$ cat src/rtl/spfp_pkg.sv
// Shared types and constants for the sequential single-precision add/subtract unit.
package spfp_pkg;

  localparam int unsigned WORD_W    = 32;
  localparam int unsigned EXP_W     = 8;
  localparam int unsigned FRAC_W    = 23;
  localparam int unsigned SIG_W     = FRAC_W + 1;          // significand with hidden bit
  localparam int unsigned GRS_W     = 3;                   // guard, round, sticky
  localparam int unsigned ALN_W     = SIG_W + GRS_W;       // aligned operand width
  localparam int unsigned MANT_W    = ALN_W + 1;           // plus carry-out
  localparam int unsigned SHIFT_MAX = 26;                  // alignment shift saturation
  localparam int unsigned WIDE_W    = SIG_W + GRS_W + SHIFT_MAX;
  localparam int unsigned XEXP_W    = 10;                  // signed working exponent
  localparam int unsigned SHAMT_W   = 5;

  localparam int unsigned EXP_BIAS  = 127;
  localparam logic [EXP_W-1:0]  EXP_MAX = 8'hFF;
  localparam logic [WORD_W-1:0] QNAN    = 32'h7FC0_0000;
  localparam logic [WORD_W-1:0] POS_INF = 32'h7F80_0000;

  typedef struct packed {
    logic              sign;
    logic [EXP_W-1:0]  exp;
    logic [FRAC_W-1:0] frac;
  } spfp_t;

  typedef enum logic [2:0] {
    IDLE,
    ALIGN,
    ADD,
    NORM,
    ROUND,
    DONE
  } state_t;

endpackage

$ cat src/rtl/spfp_addsub_seq_unpack_classify.sv
// Splits a single-precision word into fields and flags; denormals read as signed zero.
module spfp_unpack_classify
  import spfp_pkg::*;
(
  input  logic [WORD_W-1:0] op_i,
  output logic              sign_o,
  output logic [EXP_W-1:0]  exp_o,
  output logic [SIG_W-1:0]  sig_o,
  output logic              is_zero_o,
  output logic              is_inf_o,
  output logic              is_nan_o
);

  spfp_t op;
  logic  exp_zero;
  logic  exp_max;
  logic  frac_zero;

  assign op = op_i;

  // Field decode with flush-to-zero of denormals
  always_comb begin
    exp_zero  = (op.exp == '0);
    exp_max   = (op.exp == EXP_MAX);
    frac_zero = (op.frac == '0);
    sign_o    = op.sign;
    exp_o     = exp_zero ? '0 : op.exp;
    sig_o     = exp_zero ? '0 : {1'b1, op.frac};
    is_zero_o = exp_zero;
    is_inf_o  = exp_max & frac_zero;
    is_nan_o  = exp_max & ~frac_zero;
  end

endmodule

$ cat src/rtl/spfp_addsub_seq.sv
// Multi-cycle IEEE-754 single-precision add/subtract with valid/ready on both sides.
module spfp_addsub_seq
  import spfp_pkg::*;
#(
  parameter int unsigned NORM_SHIFT = 1
) (
  input  logic              clk,
  input  logic              rst_n,
  input  logic              in_valid,
  output logic              in_ready,
  input  logic [WORD_W-1:0] n1,
  input  logic [WORD_W-1:0] n2,
  input  logic              add_or_sub,
  output logic              out_valid,
  input  logic              out_ready,
  output logic [WORD_W-1:0] z,
  output logic              busy
);

  state_t                     state_q, state_d;
  logic                       align_ph_q, align_ph_d;
  logic [WORD_W-1:0]          opa_q, opa_d, opb_q, opb_d;
  logic                       op_add_q, op_add_d;
  logic                       special_q, special_d;
  logic                       sign_q, sign_d;
  logic                       eff_sub_q, eff_sub_d;
  logic signed [XEXP_W-1:0]   exp_q, exp_d;
  logic [SIG_W-1:0]           sig_big_q, sig_big_d, sig_small_q, sig_small_d;
  logic [SHAMT_W-1:0]         shamt_q, shamt_d;
  logic [ALN_W-1:0]           big_q, big_d, small_q, small_d;
  logic [MANT_W-1:0]          mant_q, mant_d;
  logic [WORD_W-1:0]          z_q, z_d;
  logic                       in_ready_q, in_ready_d;
  logic                       out_valid_q, out_valid_d;
  logic                       busy_q, busy_d;

  logic                       a_sign, b_sign, a_zero, b_zero, a_inf, b_inf, a_nan, b_nan;
  logic [EXP_W-1:0]           a_exp, b_exp;
  logic [SIG_W-1:0]           a_sig, b_sig;

  logic                       sb_eff;
  logic                       a_ge;
  logic [EXP_W-1:0]           diff;
  logic [SHAMT_W-1:0]         shamt;
  logic [WIDE_W-1:0]          wide;
  logic [ALN_W-1:0]           aligned;
  logic [MANT_W-1:0]          sum;
  logic [SHAMT_W-1:0]         lz;
  logic [SHAMT_W-1:0]         step;
  logic signed [XEXP_W-1:0]   exp_n;
  logic                       rnd;
  logic [SIG_W:0]             sig_r;
  logic signed [XEXP_W-1:0]   exp_r;
  logic [FRAC_W-1:0]          frac_r;

  spfp_unpack_classify u_cls_a (
    .op_i      (opa_q),
    .sign_o    (a_sign),
    .exp_o     (a_exp),
    .sig_o     (a_sig),
    .is_zero_o (a_zero),
    .is_inf_o  (a_inf),
    .is_nan_o  (a_nan)
  );

  spfp_unpack_classify u_cls_b (
    .op_i      (opb_q),
    .sign_o    (b_sign),
    .exp_o     (b_exp),
    .sig_o     (b_sig),
    .is_zero_o (b_zero),
    .is_inf_o  (b_inf),
    .is_nan_o  (b_nan)
  );

  // Per-stage arithmetic: ordering, alignment shift, add, leading-zero count, rounding
  always_comb begin
    sb_eff  = b_sign ^ ~op_add_q;
    a_ge    = {a_exp, a_sig} >= {b_exp, b_sig};
    diff    = a_ge ? (a_exp - b_exp) : (b_exp - a_exp);
    shamt   = (diff > EXP_W'(SHIFT_MAX)) ? SHAMT_W'(SHIFT_MAX) : diff[SHAMT_W-1:0];
    wide    = {sig_small_q, {(GRS_W + SHIFT_MAX){1'b0}}} >> shamt_q;
    aligned = {wide[WIDE_W-1 -: ALN_W-1], wide[SHIFT_MAX] | (|wide[SHIFT_MAX-1:0])};
    sum     = eff_sub_q ? ({1'b0, big_q} - {1'b0, small_q})
                        : ({1'b0, big_q} + {1'b0, small_q});
    lz      = SHAMT_W'(SHIFT_MAX);
    for (int i = 0; i < ALN_W; i++) begin
      if (mant_q[i]) lz = SHAMT_W'(SHIFT_MAX - i);
    end
    step    = (lz < SHAMT_W'(NORM_SHIFT)) ? lz : SHAMT_W'(NORM_SHIFT);
    exp_n   = exp_q - signed'(XEXP_W'(step));
    rnd     = mant_q[2] & (mant_q[1] | mant_q[0] | mant_q[3]);
    sig_r   = {1'b0, mant_q[MANT_W-2:GRS_W]} + (SIG_W+1)'(rnd);
    exp_r   = exp_q + signed'(XEXP_W'(sig_r[SIG_W]));
    frac_r  = sig_r[SIG_W] ? sig_r[SIG_W-1:1] : sig_r[FRAC_W-1:0];
  end

  // Next-state and datapath register updates
  always_comb begin
    state_d     = state_q;
    align_ph_d  = align_ph_q;
    opa_d       = opa_q;
    opb_d       = opb_q;
    op_add_d    = op_add_q;
    special_d   = special_q;
    sign_d      = sign_q;
    eff_sub_d   = eff_sub_q;
    exp_d       = exp_q;
    sig_big_d   = sig_big_q;
    sig_small_d = sig_small_q;
    shamt_d     = shamt_q;
    big_d       = big_q;
    small_d     = small_q;
    mant_d      = mant_q;
    z_d         = z_q;

    unique case (state_q)
      IDLE: begin
        if (in_valid) begin
          opa_d      = n1;
          opb_d      = n2;
          op_add_d   = add_or_sub;
          align_ph_d = 1'b0;
          state_d    = ALIGN;
        end
      end

      ALIGN: begin
        if (!align_ph_q) begin
          // Phase 0: classify, resolve special cases, order by magnitude
          align_ph_d = 1'b1;
          special_d  = 1'b1;
          eff_sub_d  = a_sign ^ sb_eff;
          if (a_nan || b_nan) begin
            z_d = QNAN;
          end else if (a_inf && b_inf) begin
            z_d = (a_sign != sb_eff) ? QNAN : {a_sign, POS_INF[WORD_W-2:0]};
          end else if (a_inf) begin
            z_d = {a_sign, POS_INF[WORD_W-2:0]};
          end else if (b_inf) begin
            z_d = {sb_eff, POS_INF[WORD_W-2:0]};
          end else if (a_zero && b_zero) begin
            z_d = {a_sign & sb_eff, {(WORD_W-1){1'b0}}};
          end else if (a_zero) begin
            z_d = {sb_eff, opb_q[WORD_W-2:0]};
          end else if (b_zero) begin
            z_d = {a_sign, opa_q[WORD_W-2:0]};
          end else begin
            special_d = 1'b0;
            shamt_d   = shamt;
            if (a_ge) begin
              sign_d      = a_sign;
              exp_d       = signed'(XEXP_W'(a_exp));
              sig_big_d   = a_sig;
              sig_small_d = b_sig;
            end else begin
              sign_d      = sb_eff;
              exp_d       = signed'(XEXP_W'(b_exp));
              sig_big_d   = b_sig;
              sig_small_d = a_sig;
            end
          end
        end else begin
          // Phase 1: right-shift the smaller significand with sticky collection
          if (special_q) begin
            state_d = DONE;
          end else begin
            big_d   = {sig_big_q, {GRS_W{1'b0}}};
            small_d = aligned;
            state_d = ADD;
          end
        end
      end

      ADD: begin
        if (sum == '0) begin
          z_d     = '0;
          state_d = DONE;
        end else begin
          mant_d  = sum;
          state_d = NORM;
        end
      end

      NORM: begin
        if (mant_q[MANT_W-1]) begin
          mant_d  = {1'b0, mant_q[MANT_W-1:2], mant_q[1] | mant_q[0]};
          exp_d   = exp_q + signed'(XEXP_W'(1));
          state_d = ROUND;
        end else begin
          mant_d = mant_q << step;
          exp_d  = exp_n;
          if (exp_n <= signed'(XEXP_W'(0))) begin
            z_d     = {sign_q, {(WORD_W-1){1'b0}}};
            state_d = DONE;
          end else if (lz <= SHAMT_W'(NORM_SHIFT)) begin
            state_d = ROUND;
          end
        end
      end

      ROUND: begin
        if (exp_r >= signed'(XEXP_W'(EXP_MAX))) begin
          z_d = {sign_q, POS_INF[WORD_W-2:0]};
        end else begin
          z_d = {sign_q, exp_r[EXP_W-1:0], frac_r};
        end
        state_d = DONE;
      end

      DONE: begin
        if (out_ready) state_d = IDLE;
      end

      default: state_d = IDLE;
    endcase

    in_ready_d  = (state_d == IDLE);
    out_valid_d = (state_d == DONE);
    busy_d      = (state_d != IDLE);
  end

  // State and datapath registers
  always_ff @(posedge clk or negedge rst_n) begin
    if (!rst_n) begin
      state_q     <= IDLE;
      align_ph_q  <= 1'b0;
      opa_q       <= '0;
      opb_q       <= '0;
      op_add_q    <= 1'b0;
      special_q   <= 1'b0;
      sign_q      <= 1'b0;
      eff_sub_q   <= 1'b0;
      exp_q       <= '0;
      sig_big_q   <= '0;
      sig_small_q <= '0;
      shamt_q     <= '0;
      big_q       <= '0;
      small_q     <= '0;
      mant_q      <= '0;
      z_q         <= '0;
      in_ready_q  <= 1'b1;
      out_valid_q <= 1'b0;
      busy_q      <= 1'b0;
    end else begin
      state_q     <= state_d;
      align_ph_q  <= align_ph_d;
      opa_q       <= opa_d;
      opb_q       <= opb_d;
      op_add_q    <= op_add_d;
      special_q   <= special_d;
      sign_q      <= sign_d;
      eff_sub_q   <= eff_sub_d;
      exp_q       <= exp_d;
      sig_big_q   <= sig_big_d;
      sig_small_q <= sig_small_d;
      shamt_q     <= shamt_d;
      big_q       <= big_d;
      small_q     <= small_d;
      mant_q      <= mant_d;
      z_q         <= z_d;
      in_ready_q  <= in_ready_d;
      out_valid_q <= out_valid_d;
      busy_q      <= busy_d;
    end
  end

  assign in_ready  = in_ready_q;
  assign out_valid = out_valid_q;
  assign busy      = busy_q;
  assign z         = z_q;

endmodule

$ cat config.mk
export PLATFORM = sky130hd
export DESIGN_NAME = spfp_addsub_seq
export DESIGN_NICKNAME = d
export VERILOG_FILES = /design/src/rtl/spfp_pkg.sv /design/src/rtl/spfp_addsub_seq_unpack_classify.sv /design/src/rtl/spfp_addsub_seq.sv
export SDC_FILE = /design/constraint.sdc
export NUM_CORES = 1
export LEC_CHECK = 0
export BUFFER_PORTS_ARGS = -buffer_cell sky130_fd_sc_hd__buf_2
export CORE_ASPECT_RATIO = 0.9
export CORE_MARGIN = 2
export CORE_UTILIZATION = 55
export CTS_CLUSTER_DIAMETER = 120
export DETAILED_ROUTE_END_ITERATION = 10
export PLACE_DENSITY = 0.77
export SYNTH_ARGS = -nofsm -noshare
export SYNTH_HDL_FRONTEND = slang
export SYNTH_HIERARCHICAL = 1
export SYNTH_SLANG_ARGS = --single-unit
$ cat constraint.sdc
create_clock -name clk -period 4.95 [get_ports clk]
set_clock_uncertainty 0.15 [all_clocks]
set_input_delay 0.495 -clock clk [delete_from_list [all_inputs] [get_ports clk]]
set_output_delay 0.495 -clock clk [all_outputs]
set_load 0.01 [all_outputs]
==> summary.md, run 1 <==
| Metric | Value |
|---|---|
| Outcome | completed |
| Hold path depth | 3 |
| Number of antenna violations at the first check in global routing | 0 |
| Category of cells accounting for the largest share of critical-path delay | compound AO/OA/AOI/OAI gates |
| Via count of the first global-routing pass | around 15k |
| Reg2reg start | opb_q[29] |
| End point of the worst hold path | opa_q[24] |
| Primary flip-flop cell chosen by synthesis mapping | sky130_fd_sc_hd__dfrtp_1 |
| Depth of the CTS H-tree | 1 |
| Ordered cell list for the critical path | nor4_2 -> nand2_2 -> buf_12 -> and2_4 -> inv_1 -> ha_1 -> a21oi_1 -> o21ai_0 -> a2111oi_0 -> a2111oi_0 -> buf_4 -> o31a_2 -> buf_4 -> a2111oi_1 -> a31oi_1 -> xor2_1 -> nor4_2 -> buf_4 -> a32o_1 |
| Leakage | between 0.009 and 0.01 uW |
| Commonest cells after routing, fill and taps aside | sky130_fd_sc_hd__dfrtp_1 (248), sky130_fd_sc_hd__nand2_1 (155), sky130_fd_sc_hd__nor2_1 (152), sky130_fd_sc_hd__o21ai_0 (152), sky130_fd_sc_hd__a21oi_1 (140) |
| DRC marker count from the first detailed-route iteration | 1868 |
| Slew at the pin closest to its max-slew limit | between 1 and 1.5 ns |
| Aggregate global-route resource usage | 31.7% |
| Number of design rule violations left after detail routing | 0 |
| Data arrival at the endpoint of the critical path | between 4 and 5 ns |
| Clock root buffer | sky130_fd_sc_hd__clkbuf_16 |
| Highest fanout seen on the critical path | 25 |
| Synth Instances | ~2.0k |
| Worst Hold Margin | 0.0142 ns |
| TritonCTS clock tree | yes |
| Total vias in the final route | approximately 16k |
| Detailed-route wire length | about 56000 um |
| Number of enable-type register cells in the synthesized netlist | 0 |
| Register-to-register setup slack | a little under 0.3 ns |
| Area grow syn2layout | 11.0% |
| WL per Instance | between 20 and 25 um |
| Critical path buffers and inverters | 5 |
| PD cells | 829 nW/um^2 |
| Standard-cell row count | 63 |
| Pre-Repair DR Iteration Count | 6 |
| Share of the core filled with cells | between 60% and 70% |
| Count of cells along the worst register-to-register path | 19 |
| Core Region | ~33000 um^2 |
| Layout filler cell count | 2735 |
| Final antenna-violating net count | 0 |
| Async set-or-reset flop fraction in the synthesized netlist | 100% |
| Largest stage delay, worst path | 0.45 ns |
| Inserted Diodes | 0 |
| Final Instance Area | ~20000 um^2 |
| Total of max-cap violations | 0 |
| WP data required | 5.25 ns |
| Final net count | 2266 |
| Min-Delay Startpoint | n1[24] |
| Startpoint types | flip-flop |
| Maximum number of pins on one net before global-route repair | around 100 |
| Clk Latency, worst-skew pair | between 0.5 and 0.6 ns |
| Crit-path slowest cell | sky130_fd_sc_hd__dfrtp_1 |
| Seq cells post-synth | around 250 |
| Distinct cells, synth | between 80 and 90 |
| Die X | 197 um |
| Post-synthesis cell area | roughly 18000 um^2 |
| Sinks on the clock net | 249 |
| First-pass GRT wire length | about 86000 um |
| Worst setup path category | reg -> reg |
| Number of CTS-inserted buffers | 28 |
| Final Max Slew Viols | 0 |
| Worst relative slew slack | around 22% |
| Period utilisation layout | a little over nine tenths |
| Average size of a mapped cell | roughly 9 um^2 |
| Die area | between 30000 and 40000 um^2 |
| Total Neg Setup Slack | 0 ns |
| Unrepaired setup endpoints after global routing | false |
| Clock period minus worst slack | roughly 4.7 ns |
| Post-layout worst setup margin | a little under 0.3 ns |
| Max Freq | roughly 210 MHz |
| Bufs on Longest Clock Path | 3 |
| Most frequent standard cell in the layout excluding fill and tap cells | sky130_fd_sc_hd__dfrtp_1 |
| Count of endpoints failing hold in the final timing report | 0 |
| Postcts setup bufs | 0 |
| Maximum VDD drop | roughly 0.00070 V |
| Register area share after synthesis | 34.0% |
| Endpoint of the worst-slack reg-to-reg timing path | shamt_q[0] |
| Detailed-route vias per instance | roughly 6.4 |
| Fraction of layout instances using a drive strength above 1 | 20.2% |
| Worst setup slack before clock tree synthesis | approximately 0.23 ns |
| Post-place instance area | 19200 um^2 |
| Weighted congestion reported at the end of routability-driven placement | around 0.98 |
| Die Y-Extent | 177 um |
| Number of I/O pins | around 100 |
| Clock-pin slew of the registers on the worst-case setup and hold paths | roughly 0.060 ns |
| Final setup violation count | 0 |
| Kind of capture point of the worst setup path | flip-flop |
| Tightest Hold Check Type | in -> reg |
| Number of warnings printed during yosys synthesis | 6 |
| Worst path most repeated cell | sky130_fd_sc_hd__buf_4 |
| Remaining global-route overflow | 0 |
| HPWL reported at the end of detailed placement | approximately 42000 um |
| Starting utilization of the core area | a little under three fifths |
| Number of port buffers | around 100 |
## layer usage
| layer | global-route usage (%) | vias up | routed length, um |
|---|---|---|---|
| li1 | - | 7449 | - |
| met1 | 46.9 | 7867 | 24800 |
| met2 | 47.8 | 818 | 24100 |
| met3 | 4.95 | 104 | 4940 |
| met4 | 9.63 | 0 | 1830 |
| met5 | 0 | - | 0 |
## logic make-up after synthesis
family                   share of synthesized area, %
other                                          0.0204
AO/OA/AOI/OAI                                    18.7
multiplexers                                     14.6
AND/OR/NAND/NOR                                  16.9
XOR/XNOR                                         2.91
buffers and inverters                            5.85
adder cells (fa/ha/maj)                          7.12
flip-flops                                       34.0
## area by class of cell
class	count	area (um^2)	share of cell area, %
Tap cell	422	528	2.59
Clock inverter	15	169	0.829
Clock buffer	37	806	3.96
Timing Repair Buffer	167	1090	5.37
Sequential cell	249	6230	30.6
Multi-Input combinational cell	1529	11100	54.4
Inverter	120	450	2.21
## metrics by stage
step,power (uW),instances
after floorplan,11300,2041
after global routing,17900,2539
after global placement,14200,2472
after detailed placement,14400,2472
after CTS,16600,2539
final,16900,2539
## worst min-delay path, delay by kind of cell
kind                   cells  cell delay (ns)
AO/OA/AOI/OAI              1             0.07
buffers and inverters      1             0.08
AND/OR/NAND/NOR            1             0.04
## Yosys cell counts (13+ instances only)
master | number | area share (%)
sky130_fd_sc_hd__xor2_1 | 25 | 1.2
sky130_fd_sc_hd__a221o_1 | 18 | 0.98
sky130_fd_sc_hd__nand2b_1 | 17 | 0.58
sky130_fd_sc_hd__a21oi_1 | 140 | 3.8
sky130_fd_sc_hd__inv_1 | 119 | 2.4
sky130_fd_sc_hd__a31oi_1 | 15 | 0.51
sky130_fd_sc_hd__and2_4 | 36 | 1.7
sky130_fd_sc_hd__nor3_1 | 37 | 1.0
sky130_fd_sc_hd__clkbuf_1 | 111 | 2.3
sky130_fd_sc_hd__mux2_2 | 103 | 6.3
sky130_fd_sc_hd__o22ai_1 | 31 | 1.1
sky130_fd_sc_hd__nor2b_1 | 17 | 0.58
sky130_fd_sc_hd__nand2_1 | 156 | 3.2
sky130_fd_sc_hd__nor2_1 | 153 | 3.1
sky130_fd_sc_hd__a21o_1 | 23 | 0.94
sky130_fd_sc_hd__a211oi_1 | 19 | 0.78
sky130_fd_sc_hd__mux2_4 | 30 | 2.5
sky130_fd_sc_hd__o21ai_0 | 152 | 4.1
sky130_fd_sc_hd__ha_1 | 98 | 6.7
sky130_fd_sc_hd__nand3_1 | 36 | 0.98
sky130_fd_sc_hd__nor4_1 | 27 | 0.92
sky130_fd_sc_hd__dfrtp_1 | 248 | 34
sky130_fd_sc_hd__mux2i_1 | 75 | 4.1
sky130_fd_sc_hd__xnor2_1 | 36 | 1.7
sky130_fd_sc_hd__nand4_1 | 24 | 0.82
sky130_fd_sc_hd__a22o_1 | 13 | 0.62
sky130_fd_sc_hd__o21a_1 | 15 | 0.61
sky130_fd_sc_hd__and3_1 | 33 | 1.1
sky130_fd_sc_hd__mux4_2 | 14 | 1.7
## flip-flops by register name, summed over array words and instances, names as in the netlist, 3 cells and up
register     cells
opa_q           32
opb_q           32
z               32
mant_q          28
small_q         27
big_q           24
sig_big_q       24
sig_small_q     24
exp_q           10
shamt_q          5
state_q          3
## how the worst max path moves through the flow
stage	start	end	slack (ns)	cells after the start
floorplan	opa_q[30]	shamt_q[0]	0.61	16
global placement	mant_q[2]	z[1]	0.44	20
detailed placement	mant_q[2]	z[12]	0.23	20
CTS	mant_q[2]	z[12]	0.18	20
global route	mant_q[2]	z[16]	0.05	21
finish	opb_q[29]	shamt_q[0]	0.29	19
## what timing repair did
item,in CTS,in global routing
resized for setup,0,5
endpoints found under the hold margin,113,0
hold buffers,15,0
endpoints found under the setup margin,0,21
## power breakdown
| part | internal (uW) | switching (uW) |
|---|---|---|
| Sequential | 2960 | 1290 |
| Combinational | 4400 | 6040 |
| Clock | 1300 | 893 |
| Total | 8660 | 8230 |
No activity file was read; power rests on OpenSTA's default activity.
==> run 2: changes to the inputs <==
--- a/config.mk
+++ b/config.mk
@@ -11,6 +11,7 @@
 export CORE_UTILIZATION = 55
 export CTS_CLUSTER_DIAMETER = 120
 export DETAILED_ROUTE_END_ITERATION = 10
+export GPL_TIMING_DRIVEN = 0
 export PLACE_DENSITY = 0.77
 export SYNTH_ARGS = -nofsm -noshare
 export SYNTH_HDL_FRONTEND = slang
==> run 2 against run 1 <==
Against the previous run:
- count of clock-buffer cells in the layout down 4
- global-route usage increased by 2.4 points
- fmax is 3.0% lower
- via count grew 4.2%
==> summary.md, run 2 (synthesis gave the netlist of run 1 again) <==
| Metric | Value |
|---|---|
| Bufs on Longest Clock Path | 3 (unchanged) |
| Total vias in the final route | 16.9k (+4.2%) |
| End of the critical path | exp_q[5] |
| Tightest Hold Check Type | in -> reg |
| Final setup violation count | 0 (unchanged) |
| Clock root buffer | sky130_fd_sc_hd__clkbuf_16 |
| Worst setup path category | reg -> reg |
| Pre-Repair DR Iteration Count | 6 (unchanged) |
| Worst setup path startpoint | opa_q[30] |
| Remaining global-route overflow | 0 (unchanged) |
| Kind of capture point of the worst setup path | flip-flop |
| Detailed-route vias per instance | 6.46 (+0.99%) |
| Count of cells along the worst register-to-register path | 16 (-3) |
| Data arrival at the endpoint of the critical path | 5.10 ns (+0.15 ns) |
| Aggregate global-route resource usage | 34.1% (+2.4 points) |
| Standard-cell row count | 63 (unchanged) |
| Core Region | 32900 um^2 (unchanged) |
| DRC marker count from the first detailed-route iteration | 1928 (+3.2%) |
| Clock period minus worst slack | 4.80 ns (+0.143 ns) |
| WP data required | 5.25 ns (about the same) |
| Sinks on the clock net | 249 (unchanged) |
| Count of endpoints failing hold in the final timing report | 0 (unchanged) |
| Depth of the CTS H-tree | 1 (unchanged) |
| Highest fanout seen on the critical path | 12 (-52%) |
| Maximum number of pins on one net before global-route repair | 99 (-3.9%) |
| Final Max Slew Viols | 0 (unchanged) |
| Commonest cells after routing, fill and taps aside | sky130_fd_sc_hd__dfrtp_1 (247), sky130_fd_sc_hd__nand2_1 (155), sky130_fd_sc_hd__nor2_1 (153) |
| Unrepaired setup endpoints after global routing | false |
| Via count of the first global-routing pass | 16.1k (+6.7%) |
| Total of max-cap violations | 0 (unchanged) |
| Max Freq | 208 MHz (-3.0%) |
| Endpoint of the worst-slack reg-to-reg timing path | exp_q[5] |
| Final Instance Area | 20600 um^2 (+0.90%) |
| Die Y-Extent | 177 um (unchanged) |
| Weighted congestion reported at the end of routability-driven placement | 1.03 (+5.1%) |
| HPWL reported at the end of detailed placement | 46600 um (+12%) |
| Number of port buffers | 103 (unchanged) |
| Layout filler cell count | 2823 (+3.2%) |
| Post-place instance area | 19500 um^2 (+1.3%) |
| Clk Latency, worst-skew pair | 0.55 ns (about the same) |
| Reg2reg start | opa_q[30] |
| Register-to-register setup slack | 0.15 ns (-0.14 ns) |
| Worst relative slew slack | 31.4% (+8.9 points) |
| Fraction of layout instances using a drive strength above 1 | 18.7% (-1.5 points) |
| Startpoint types | flip-flop |
| Most frequent standard cell in the layout excluding fill and tap cells | sky130_fd_sc_hd__dfrtp_1 |
| Number of I/O pins | 104 (unchanged) |
| Slew at the pin closest to its max-slew limit | 1.02 ns (-0.142 ns) |
| Period utilisation layout | 96.9% (+2.9 points) |
| Number of antenna violations at the first check in global routing | 0 (unchanged) |
| Clock-pin slew of the registers on the worst-case setup and hold paths | 0.07 ns (about the same) |
| Number of design rule violations left after detail routing | 0 (unchanged) |
| Worst setup slack before clock tree synthesis | -0.638 ns (-0.869 ns) |
| TritonCTS clock tree | yes |
| Area grow syn2layout | 12.0% |
| Outcome | completed |
| Die X | 197 um (unchanged) |
| WL per Instance | 22.6 um (+3.2%) |
| Post-layout worst setup margin | 0.152 ns (-0.143 ns) |
| Number of CTS-inserted buffers | 26 (-7.1%) |
| Detailed-route wire length | 59300 um (+6.4%) |
| Die area | 34800 um^2 (unchanged) |
| Starting utilization of the core area | 55.8% (unchanged) |
| First-pass GRT wire length | 92100 um (+6.5%) |
| Final net count | 2348 (+3.6%) |
| Final antenna-violating net count | 0 (unchanged) |
[run 2: area by class of cell]
class,count,area [um^2],area share (%)
Antenna cell,2,5.00,0.0244
Buffer,140,624,3.04
Clock buffer,33,697,3.39
Clock inverter,13,238,1.16
Inverter,120,450,2.19
Multi-Input combinational cell,1529,11100,54.2
Sequential cell,249,6230,30.3
Tap cell,422,528,2.57
Timing Repair Buffer,111,638,3.11
[run 2: worst max-delay path: stages, from the launching register on]
cell                        delay, ns
sky130_fd_sc_hd__dfrtp_1         0.43
sky130_fd_sc_hd__nor4_2          0.34
sky130_fd_sc_hd__nand2_2         0.19
sky130_fd_sc_hd__buf_6           0.20
sky130_fd_sc_hd__and2_4          0.18
sky130_fd_sc_hd__ha_1            0.30
sky130_fd_sc_hd__a21oi_1         0.06
sky130_fd_sc_hd__o21ai_0         0.30
sky130_fd_sc_hd__a2111oi_2       0.09
sky130_fd_sc_hd__a2111oi_2       0.52
sky130_fd_sc_hd__o31a_2          0.37
sky130_fd_sc_hd__clkbuf_1        0.39
sky130_fd_sc_hd__clkbuf_2        0.34
sky130_fd_sc_hd__nor2_1          0.07
sky130_fd_sc_hd__a21oi_1         0.36
sky130_fd_sc_hd__a22oi_1         0.15
sky130_fd_sc_hd__o21ai_0         0.24
[run 2: per-layer routing]
| layer | global-route usage (%) | part of all wire, % |
|---|---|---|
| met1 | 49.4 | 43 |
| met2 | 52.4 | 44 |
| met4 | 10.8 | 3.6 |
| met3 | 5.43 | 9.6 |
| met5 | 0 | 0 |
[run 2: worst min-delay path by stage]
stage                    end  depth (start not counted)          start  slack [ns]
2_1_floorplan     align_ph_q                          0          rst_n        0.05
3_3_place_gp   sig_big_q[17]                          2  sig_big_q[17]        0.31
3_5_place_dp   sig_big_q[17]                          2  sig_big_q[17]        0.32
4_1_cts            opa_q[10]                          2         n1[10]       0.008
5_1_grt            opa_q[18]                          2         n1[18]        0.02
6_report           opa_q[11]                          2         n1[11]        0.03
[run 2: through the flow]
step | cells | hold WS, ns | utilization, % | TNS, ns
global route | 2617 | 0.0166 | 62.5 | 0
detailed placement | 2568 | 0.322 | 59.2 | -24.44
floorplan | 2041 | 0.0494 | - | 0
CTS | 2616 | 0.00807 | 62.3 | 0
finish | 2619 | 0.0271 | 62.5 | 0
global placement | 2566 | 0.313 | 59.0 | -286.51
[run 2: repair_timing]
item / CTS / global route
endpoints found under the setup margin: 87 / 73
hold buffers: 5 / 0
pin swaps: 0 / 3
gates resized for setup: 11 / 24
gates cloned: 0 / 0
buffers inserted: 0 / 1
endpoints found under the hold margin: 77 / 0
Power of run 2 is not shown: default switching activity piles up to over one toggle a cycle in this logic, so the estimate is an artifact.
==> run 3: changes to the inputs <==
--- a/config.mk
+++ b/config.mk
@@ -11,8 +11,9 @@
 export CORE_UTILIZATION = 55
 export CTS_CLUSTER_DIAMETER = 120
 export DETAILED_ROUTE_END_ITERATION = 10
+export GPL_ROUTABILITY_DRIVEN = 0
 export GPL_TIMING_DRIVEN = 0
-export PLACE_DENSITY = 0.77
+export PLACE_DENSITY_LB_ADDON = 0.1
 export SYNTH_ARGS = -nofsm -noshare
 export SYNTH_HDL_FRONTEND = slang
 export SYNTH_HIERARCHICAL = 1
==> run 3 against run 2 <==
Against the previous run:
- hold slack gained 0.076 ns
- first-iteration DRC count shrank 11%
- routed wire length grew 2.0%
- flip-flop and latch count is the same
- design area grew 3.1%
- worst setup slack lost 0.0092 ns
- via count grew 0.79%
==> summary.md, run 3 (synthesis gave the netlist of run 1 again) <==
| Metric | Value |
|---|---|
| Core Region | 32900 um^2 (unchanged) |
| Detailed-route wire length | 60500 um (+2.0%) |
| Critical path buffers and inverters | 2 (-1) |
| Sequential Power Share | 23.6% |
| Die X | 197 um (unchanged) |
| Startpoint types | flip-flop |
| Data arrival at the endpoint of the critical path | 5.13 ns (+0.03 ns) |
| Largest stage delay, worst path | 0.55 ns (+0.03 ns) |
| Kind of capture point of the worst setup path | flip-flop |
| TritonCTS clock tree | yes |
| Number of CTS-inserted buffers | 28 (+7.7%) |
| Number of I/O pins | 104 (unchanged) |
| Pre-Repair DR Iteration Count | 5 (-1) |
| Maximum number of pins on one net before global-route repair | 111 (+12%) |
| Share of the core filled with cells | 64.5% (+2.0 points) |
| Final setup violation count | 0 (unchanged) |
| Worst setup path category | reg -> reg |
| WP data required | 5.28 ns (+0.03 ns) |
| First-pass GRT wire length | 93300 um (+1.4%) |
| Clock network fraction of design power | about an eighth |
| Remaining global-route overflow | 0 (unchanged) |
| Bufs on Longest Clock Path | 3 (unchanged) |
| End of the critical path | exp_q[3] |
| Standard-cell row count | 63 (unchanged) |
| Worst path most repeated cell | sky130_fd_sc_hd__o21ai_0 |
| Switching power as a share of total power | 49.9% |
| Endpoint of the worst-slack reg-to-reg timing path | exp_q[3] |
| Period utilisation layout | 97.1% (+0.19 points) |
| P_int | between 8000 and 9000 uW |
| Number of design rule violations left after detail routing | 0 (unchanged) |
| Die Y-Extent | 177 um (unchanged) |
| Clk Latency, worst-skew pair | 0.60 ns (+0.05 ns) |
| Fraction of layout instances using a drive strength above 1 | 18.0% (-0.64 points) |
| Commonest cells after routing, fill and taps aside | sky130_fd_sc_hd__dfrtp_1 (248), sky130_fd_sc_hd__nand2_1 (156), sky130_fd_sc_hd__nor2_1 (153) |
| Number of port buffers | 103 (unchanged) |
| Inserted Diodes | 0 (-2) |
| Worst setup path startpoint | opb_q[24] |
| Clock period minus worst slack | 4.81 ns (+0.00918 ns) |
| Comb pwr share | 63.6% |
| Max Freq | 208 MHz (-0.19%) |
| Slew at the pin closest to its max-slew limit | 1.13 ns (+0.109 ns) |
| Total of max-cap violations | 0 (unchanged) |
| Clock root buffer | sky130_fd_sc_hd__clkbuf_16 |
| Number of antenna violations at the first check in global routing | 0 (unchanged) |
| HPWL reported at the end of detailed placement | 46500 um (-0.41%) |
| Detailed-route vias per instance | 6.35 (-1.7%) |
| Post-place instance area | 19500 um^2 (unchanged) |
| Final net count | 2413 (+2.8%) |
| Reg2reg start | opb_q[24] |
| Final Max Slew Viols | 0 (unchanged) |
| Crit-path slowest cell | sky130_fd_sc_hd__o21ai_0 |
| PD cells | 824 nW/um^2 |
| Die area | 34800 um^2 (unchanged) |
| Most frequent standard cell in the layout excluding fill and tap cells | sky130_fd_sc_hd__dfrtp_1 |
| Final antenna-violating net count | 0 (unchanged) |
| Depth of the CTS H-tree | 1 (unchanged) |
| Outcome | completed |
| Starting utilization of the core area | 55.8% (unchanged) |
| Final Instance Area | 21200 um^2 (+3.1%) |
| Switching Power | between 8000 and 9000 uW |
| Ordered cell list for the critical path | nor4_2 -> nand2_2 -> and2_2 -> ha_1 -> nand2b_1 -> a2111oi_0 -> nor3_1 -> o21ai_1 -> a2111oi_4 -> o31a_1 -> clkbuf_2 -> clkbuf_2 -> o21ai_0 -> o21ai_0 -> o21ai_0 |
| Total vias in the final route | 17.0k (+0.79%) |
| DRC marker count from the first detailed-route iteration | 1711 (-11%) |
| Tightest Hold Check Type | in -> reg |
| Sinks on the clock net | 249 (unchanged) |
| Levels on crit path | 15 (-1) |
| Maximum VDD drop | approximately 0.00046 V |
| Register-to-register setup slack | 0.14 ns (about the same) |
| Aggregate global-route resource usage | 34.8% (+0.69 points) |
| Clock-pin slew of the registers on the worst-case setup and hold paths | 0.07 ns (about the same) |
| Count of endpoints failing hold in the final timing report | 0 (unchanged) |
| Unrepaired setup endpoints after global routing | true |
| Leakage | 0.00945 uW |
| Area grow syn2layout | 15.5% |
| Count of cells along the worst register-to-register path | 15 (-1) |
| WL per Instance | 22.5 um (-0.48%) |
| Category of cells accounting for the largest share of critical-path delay | compound AO/OA/AOI/OAI gates |
| Highest fanout seen on the critical path | 10 (-2) |
| Worst relative slew slack | 24.0% (-7.3 points) |
| Via count of the first global-routing pass | 16.2k (+0.73%) |
run 3: final cells by class:
class | instances | area [um^2]
Clock inverter | 17 | 245
Inverter | 120 | 450
Timing Repair Buffer | 174 | 1260
Tap cell | 422 | 528
Buffer | 140 | 622
Fill cell | 2716 | 11700
Clock buffer | 33 | 729
Multi-Input combinational cell | 1529 | 11100
Sequential cell | 249 | 6230
run 3: stage by stage:
step	setup slack (ns)	std cells	total power [uW]	setup TNS, ns	hold WS [ns]
after floorplan	0.613	2041	11300	0	0.0494
after global placement	-1.26	2566	14400	-338.41	0.312
after detailed placement	-0.837	2568	14600	-38.72	0.230
after CTS	0.00684	2684	17100	0	0.0817
after global routing	-0.00235	2684	18500	-0.00368	0.131
final	0.142	2684	17500	0	0.103
run 3: worst min path at each step:
| stage | startpoint | endpoint | slack [ns] | cells after the start |
|---|---|---|---|---|
| after detailed placement | rst_n | exp_q[2] | 0.23 | 1 |
| after CTS | in_valid | align_ph_q | 0.08 | 3 |
| final | in_valid | align_ph_q | 0.10 | 3 |
| after global placement | sig_big_q[0] | sig_big_q[0] | 0.31 | 2 |
| after floorplan | rst_n | align_ph_q | 0.05 | 0 |
| after global routing | in_valid | align_ph_q | 0.13 | 3 |
run 3: tightest hold or removal path, cell delays in order:
cell,delay (ns)
sky130_fd_sc_hd__buf_2,0.11
sky130_fd_sc_hd__nand2_1,0.07
sky130_fd_sc_hd__a21o_1,0.11
run 3: power by group through the flow:
stage / combinational [uW] / sequential, uW / clock, uW
floorplan: 7640 / 3640 / 0
global placement: 10400 / 4040 / 0
detailed placement: 10600 / 4070 / 0
CTS: 10800 / 4050 / 2250
global route: 12000 / 4200 / 2330
finish: 11100 / 4120 / 2220
run 3: what timing repair did:
| item | 4_1_cts | 5_1_grt |
|---|---|---|
| endpoints found under the hold margin | 95 | 0 |
| endpoints found under the setup margin | 91 | 80 |
| pin swaps | 1 | 1 |
| gates resized for setup | 11 | 12 |
| hold buffers | 66 | 0 |
| setup buffers | 2 | 1 |
run 3: routing by layer:
layer / wire length, um / GRT usage [%] / part of all wire [%] / vias to the layer above
li1: - / - / - / 7744
met1: 26300 / 49.5 / 43 / 8251
met2: 25800 / 52.2 / 43 / 924
met3: 5880 / 7.24 / 9.7 / 130
met4: 2520 / 13.3 / 4.2 / 0
met5: 0 / 0 / 0 / -
